===== src/rtl/mbus_busy_clr_gen.sv =====
// ============================================================================
//  Module      : mbus_busy_clr_gen
//  Description : Generates the MBUS_CLR_BUSY request towards the always-on
//                busy controller. Tracks a bus transaction (IDLE -> BUSY),
//                issues a registered clear pulse of CLR_WIDTH cycles on end
//                of message (CLEAR), holds one quiet cycle (RELEASE) and
//                returns to IDLE. An optional watchdog forces the clear when
//                a transaction never completes.
//  Macros      : MBUS_BUSY_WATCHDOG_EN - build the watchdog counter and the
//                                        sticky WDT_EXPIRED flag.
//                IO_HOLD               - isolation level of BC_RELEASE_ISO
//                                        (defaults to 1'b1).
//  Revision    : 1.0 - initial release
// ============================================================================
`default_nettype none

`ifndef IO_HOLD
`define IO_HOLD 1'b1
`endif

module mbus_busy_clr_gen #(
    parameter int CLR_WIDTH  = 2,     // 1..15
    parameter int WDT_CYCLES = 1023   // 1..65535
) (
    input  logic CLKIN,
    input  logic RESETn,
    input  logic BUS_BUSYn,
    input  logic BC_RELEASE_ISO,
    input  logic MSG_DONE,
    input  logic WDT_CLR,
    output logic MBUS_CLR_BUSY,
    output logic CLR_ACTIVE,
    output logic WDT_EXPIRED
);

    typedef enum logic [1:0] {
        ST_IDLE    = 2'd0,
        ST_BUSY    = 2'd1,
        ST_CLEAR   = 2'd2,
        ST_RELEASE = 2'd3
    } state_t;

    // Last value of the clear-width counter before leaving CLEAR.
    localparam logic [3:0] C_CLR_LAST = 4'(CLR_WIDTH - 1);

    state_t     state_q, state_d;
    logic [3:0] clr_cnt_q, clr_cnt_d;
    logic       clr_busy_q, clr_busy_d;
    logic       iso_hold;
    logic       wdt_fire;

    // While isolated the request must never reach the busy controller.
    assign iso_hold = (BC_RELEASE_ISO == `IO_HOLD);

`ifdef MBUS_BUSY_WATCHDOG_EN
    localparam logic [15:0] C_WDT_LAST = 16'(WDT_CYCLES - 1);

    logic [15:0] wdt_cnt_q, wdt_cnt_d;
    logic        wdt_exp_q, wdt_exp_d;
    logic        wdt_set;

    // Watchdog reaches its limit on the WDT_CYCLES-th cycle spent in BUSY.
    assign wdt_fire    = (wdt_cnt_q == C_WDT_LAST);
    assign WDT_EXPIRED = wdt_exp_q;
`else
    logic unused_wdt;

    assign wdt_fire    = 1'b0;
    assign WDT_EXPIRED = 1'b0;
    assign unused_wdt  = ^{WDT_CLR, 16'(WDT_CYCLES)};
`endif

    // State, clear-width counter and registered clear request.
    always_ff @(posedge CLKIN or negedge RESETn) begin
        if (!RESETn) begin
            state_q    <= ST_IDLE;
            clr_cnt_q  <= 4'd0;
            clr_busy_q <= 1'b0;
        end else begin
            state_q    <= state_d;
            clr_cnt_q  <= clr_cnt_d;
            clr_busy_q <= clr_busy_d;
        end
    end

`ifdef MBUS_BUSY_WATCHDOG_EN
    // Watchdog counter and sticky expiry flag.
    always_ff @(posedge CLKIN or negedge RESETn) begin
        if (!RESETn) begin
            wdt_cnt_q <= 16'd0;
            wdt_exp_q <= 1'b0;
        end else begin
            wdt_cnt_q <= wdt_cnt_d;
            wdt_exp_q <= wdt_exp_d;
        end
    end
`endif

    // Next-state logic; isolation overrides every state and flushes counters.
    always_comb begin
        state_d    = state_q;
        clr_cnt_d  = clr_cnt_q;
        clr_busy_d = clr_busy_q;
`ifdef MBUS_BUSY_WATCHDOG_EN
        wdt_cnt_d  = wdt_cnt_q;
        wdt_set    = 1'b0;
`endif
        if (iso_hold) begin
            state_d    = ST_IDLE;
            clr_cnt_d  = 4'd0;
            clr_busy_d = 1'b0;
`ifdef MBUS_BUSY_WATCHDOG_EN
            wdt_cnt_d  = 16'd0;
`endif
        end else begin
            case (state_q)
                ST_IDLE: begin
                    if (!BUS_BUSYn) begin
                        state_d = ST_BUSY;
`ifdef MBUS_BUSY_WATCHDOG_EN
                        wdt_cnt_d = 16'd0;
`endif
                    end
                end
                ST_BUSY: begin
                    // MSG_DONE wins over a simultaneous watchdog expiry.
                    if (MSG_DONE) begin
                        state_d    = ST_CLEAR;
                        clr_cnt_d  = 4'd0;
                        clr_busy_d = 1'b1;
                    end else if (wdt_fire) begin
                        state_d    = ST_CLEAR;
                        clr_cnt_d  = 4'd0;
                        clr_busy_d = 1'b1;
`ifdef MBUS_BUSY_WATCHDOG_EN
                        wdt_set    = 1'b1;
`endif
                    end else if (BUS_BUSYn) begin
                        state_d = ST_IDLE;
                    end else begin
`ifdef MBUS_BUSY_WATCHDOG_EN
                        if (wdt_cnt_q != 16'hFFFF) begin
                            wdt_cnt_d = wdt_cnt_q + 16'd1;
                        end
`endif
                    end
                end
                ST_CLEAR: begin
                    if (clr_cnt_q == C_CLR_LAST) begin
                        state_d    = ST_RELEASE;
                        clr_cnt_d  = 4'd0;
                        clr_busy_d = 1'b0;
                    end else begin
                        clr_cnt_d = clr_cnt_q + 4'd1;
                    end
                end
                ST_RELEASE: begin
                    state_d = ST_IDLE;
                end
                default: begin
                    state_d = ST_IDLE;
                end
            endcase
        end
`ifdef MBUS_BUSY_WATCHDOG_EN
        // A new expiry takes precedence over a clear in the same cycle.
        if (wdt_set) begin
            wdt_exp_d = 1'b1;
        end else if (WDT_CLR) begin
            wdt_exp_d = 1'b0;
        end else begin
            wdt_exp_d = wdt_exp_q;
        end
`endif
    end

    // Registered request, gated combinationally by isolation.
    assign MBUS_CLR_BUSY = clr_busy_q & ~iso_hold;
    assign CLR_ACTIVE    = (state_q == ST_CLEAR);

endmodule

`default_nettype wire


===== config.mk =====
export PLATFORM = sky130hd
export DESIGN_NAME = mbus_busy_clr_gen
export DESIGN_NICKNAME = d
export VERILOG_FILES = /design/src/rtl/mbus_busy_clr_gen.sv
export SDC_FILE = /design/constraint.sdc
export NUM_CORES = 1
export LEC_CHECK = 0
export ABC_AREA = 0
export ABC_CLOCK_PERIOD_IN_PS = 3100
export CORE_AREA = 2 2 39 41
export DETAILED_ROUTE_END_ITERATION = 8
export DIE_AREA = 0 0 41 43
export GPL_TIMING_DRIVEN = 0
export RECOVER_POWER = 50
export SETUP_SLACK_MARGIN = 0.4
export SYNTH_ARGS = -nofsm -noshare
export SYNTH_HDL_FRONTEND = slang
export SYNTH_SLANG_ARGS = --single-unit

===== constraint.sdc =====
create_clock -name CLKIN -period 3.1 [get_ports CLKIN]
set_input_delay 0.465 -clock CLKIN [delete_from_list [all_inputs] [get_ports CLKIN]]
set_output_delay 0.465 -clock CLKIN [all_outputs]
set_load 0.005 [all_outputs]

==> flow_summary.ini <==
[run_status]
outcome = completed

[die]
start_util = 0.300
ios = 9
fp.dieW_um = 41
dieArea_um2 = 1760
core.rowCount = 14
core_um2 = 1380
die_h_um = 43

[cts]
root_buffer = clkbuf_4
numClockSinks = 7
cts_max_path_buffers = 2
path_clk_slew_ps = 60
cts_buffers = 3
ctsResizeCount = 0
postCtsHoldBufs = 0
cts_tree = yes
post_cts_buffers = 0
htreeDepth = 1
clock_latency_ps = 250

[routing]
m1WireLength_um = 368
avgRoutedWirePerCell_um = 11.2
dr_wl_met3_um = 33
via_count = 313
ant_nets = 0
met2_length_um = 338
drt_iter0_drc = 3
wirelength_um = 740
drt-pass1-iter-count = 3
drc = 0
vias_per_cell = 4.74
top_layer_used = met3

[critical_path]
cp-endpoint = MBUS_CLR_BUSY
criticalPathCategory = primary input to output port
crit_start = BC_RELEASE_ISO
r2r-start = state_q[0]$_DFFE_PN0P_
path_max_fanout = 7
r2r_cells = 3
r2r_end = clr_cnt_q[1]$_DFFE_PN0P_
crit_path_end_kind = output port
required_ps = 2630
cp_data_arrival_time_ps = 1630
rrSetupSlack_ps = 1770
start_kind = primary input

[min_path]
hp-start = clr_cnt_q[0]$_DFFE_PN0P_
hold_depth = 1
min_path_type = flop to flop

[global_route]
grt_pass1_vias = 287
grt_usage = 0.103
grt_antenna_before_repair = 0
gr-total-overflow = 0
grt_max_degree = 8
grt_pass1_wl_um = 1190

[cells_and_area]
final_common_cell = dfrtp_1
final_cell_mix = dfrtp_1, clkdlybuf4s50_1, inv_1, o21ai_0, clkbuf_4
layout-drive-gt1-share = 0.180
fin_nets = 59
multiInputGateArea_um2 = 221
design_area_um2 = 522
final-seq-area_um2 = 175
syn2layout_area_growth_pct = 25.6
fillers = 146
antenna_cells = 0

[placement]
gp_congestion = 0.710
place_area_um2 = 495
post-place-ws_ps = 994
port_buffers = 6
dpl.hpwl_um = 564

[power_and_ir_drop]
p_per_area_nw_per_um2 = 398
irDropWorstVdd_uv = 192
p_leak_nw = 0.221
total_power_w = 0.000208

[sta]
totalNegativeSetupSlack_ps = 0
maxSlewViolCount = 0
fin_skew_ps = 4.17
setup-violations-final = 0
report.final.hold_viol_count = 0
period_share = 0.676
min_period_ps = 2100
fin_ws_ps = 1000
rsz0062_at_grt = false
fmax_mhz = 477

[job]
max_cap_viol_count = 0

[synthesis]
yosysTopAreaCellShare = 0.422
synth_cell_type_count = 25
yosys.area.top_type = dfrtp_1
netlist_area_um2 = 415
synthesis.nets = 48
yosys_warnings = 0
synth_area_leaders = dfrtp_1, ha_1, o211ai_2
syn-instance-count = 40
avgSynthCellArea_um2 = 10.4
ys_seq_elements = 7
synth_seq_area_share = 0.422
flip-flops by register name, summed over array words and instances (netlist names):
register	cells
clr_cnt_q	4
state_q	2
clr_busy_q	1
stage by stage:
step           hold WS, ps  cells  utilization
2_1_floorplan          169     40            -
3_3_place_gp           527     62        0.358
3_5_place_dp           540     62        0.358
4_1_cts                489     66        0.377
5_1_grt                565     66        0.377
6_report               552     66        0.377
layer usage:
metal,vias to the layer above,track usage
met2,4,0.125
met3,0,0.0314
met5,-,0
met1,147,0.144
met4,0,0.0800
li1,162,-
cells by family (layout without fill, tap and decap cells):
family	count (synthesis)	after routing	share of synthesized area
adder cells (fa/ha/maj)	2	2	0.0602
flip-flops	7	7	0.422
AND/OR/NAND/NOR	16	16	0.283
AO/OA/AOI/OAI	9	9	0.157
buffers and inverters	4	14	0.0452
multiplexers	1	1	0.0241
other	1	1	0.00903
Yosys cell counts:
cell type  n
a21oi_1    2
o21ai_0    3
nand4_1    1
nor2b_4    1
nor2_1     2
or2b_1     1
buf_4      1
a211o_1    1
nor3b_1    1
nor2b_1    1
dfrtp_1    7
ha_1       2
mux2i_1    1
o22ai_1    1
conb_1     1
and2b_2    1
nand3b_1   1
o211ai_2   2
and3b_1    1
inv_1      3
nand3_1    2
or4b_1     1
or3_4      1
or3_1      1
nand2b_1   1
worst min-delay path by stage:
stage,end,slack [ps]
5_1_grt,clr_cnt_q[0]$_DFFE_PN0P_,570
6_report,clr_cnt_q[0]$_DFFE_PN0P_,550
2_1_floorplan,clr_busy_q$_DFFE_PN0P_,170
4_1_cts,clr_cnt_q[3]$_DFFE_PN0P_,490
3_3_place_gp,clr_cnt_q[0]$_DFFE_PN0P_,530
3_5_place_dp,clr_cnt_q[0]$_DFFE_PN0P_,540
cell type report:
type | instances | area share
Multi-Input combinational cell | 29 | 0.424
Sequential cell | 7 | 0.336
Timing Repair Buffer | 6 | 0.115
Clock buffer | 4 | 0.0504
Tap cell | 16 | 0.0384
Inverter | 3 | 0.0216
Buffer | 1 | 0.0144
critical path, cell delays in order:
cell and delay [ps]:
clkdlybuf4s50_1 520, nor2b_1 150, clkdlybuf4s50_1 500
power breakdown:
group / internal (W) / switching (W) / total [W] / leakage [nW]
Combinational: 0.0000139 / 0.0000107 / 0.0000245 / 0.110
Sequential: 0.0000943 / 0.00000364 / 0.0000980 / 0.0960
Clock: 0.0000493 / 0.0000359 / 0.0000852 / 0.0150
No activity file was read; power rests on OpenSTA's default activity.
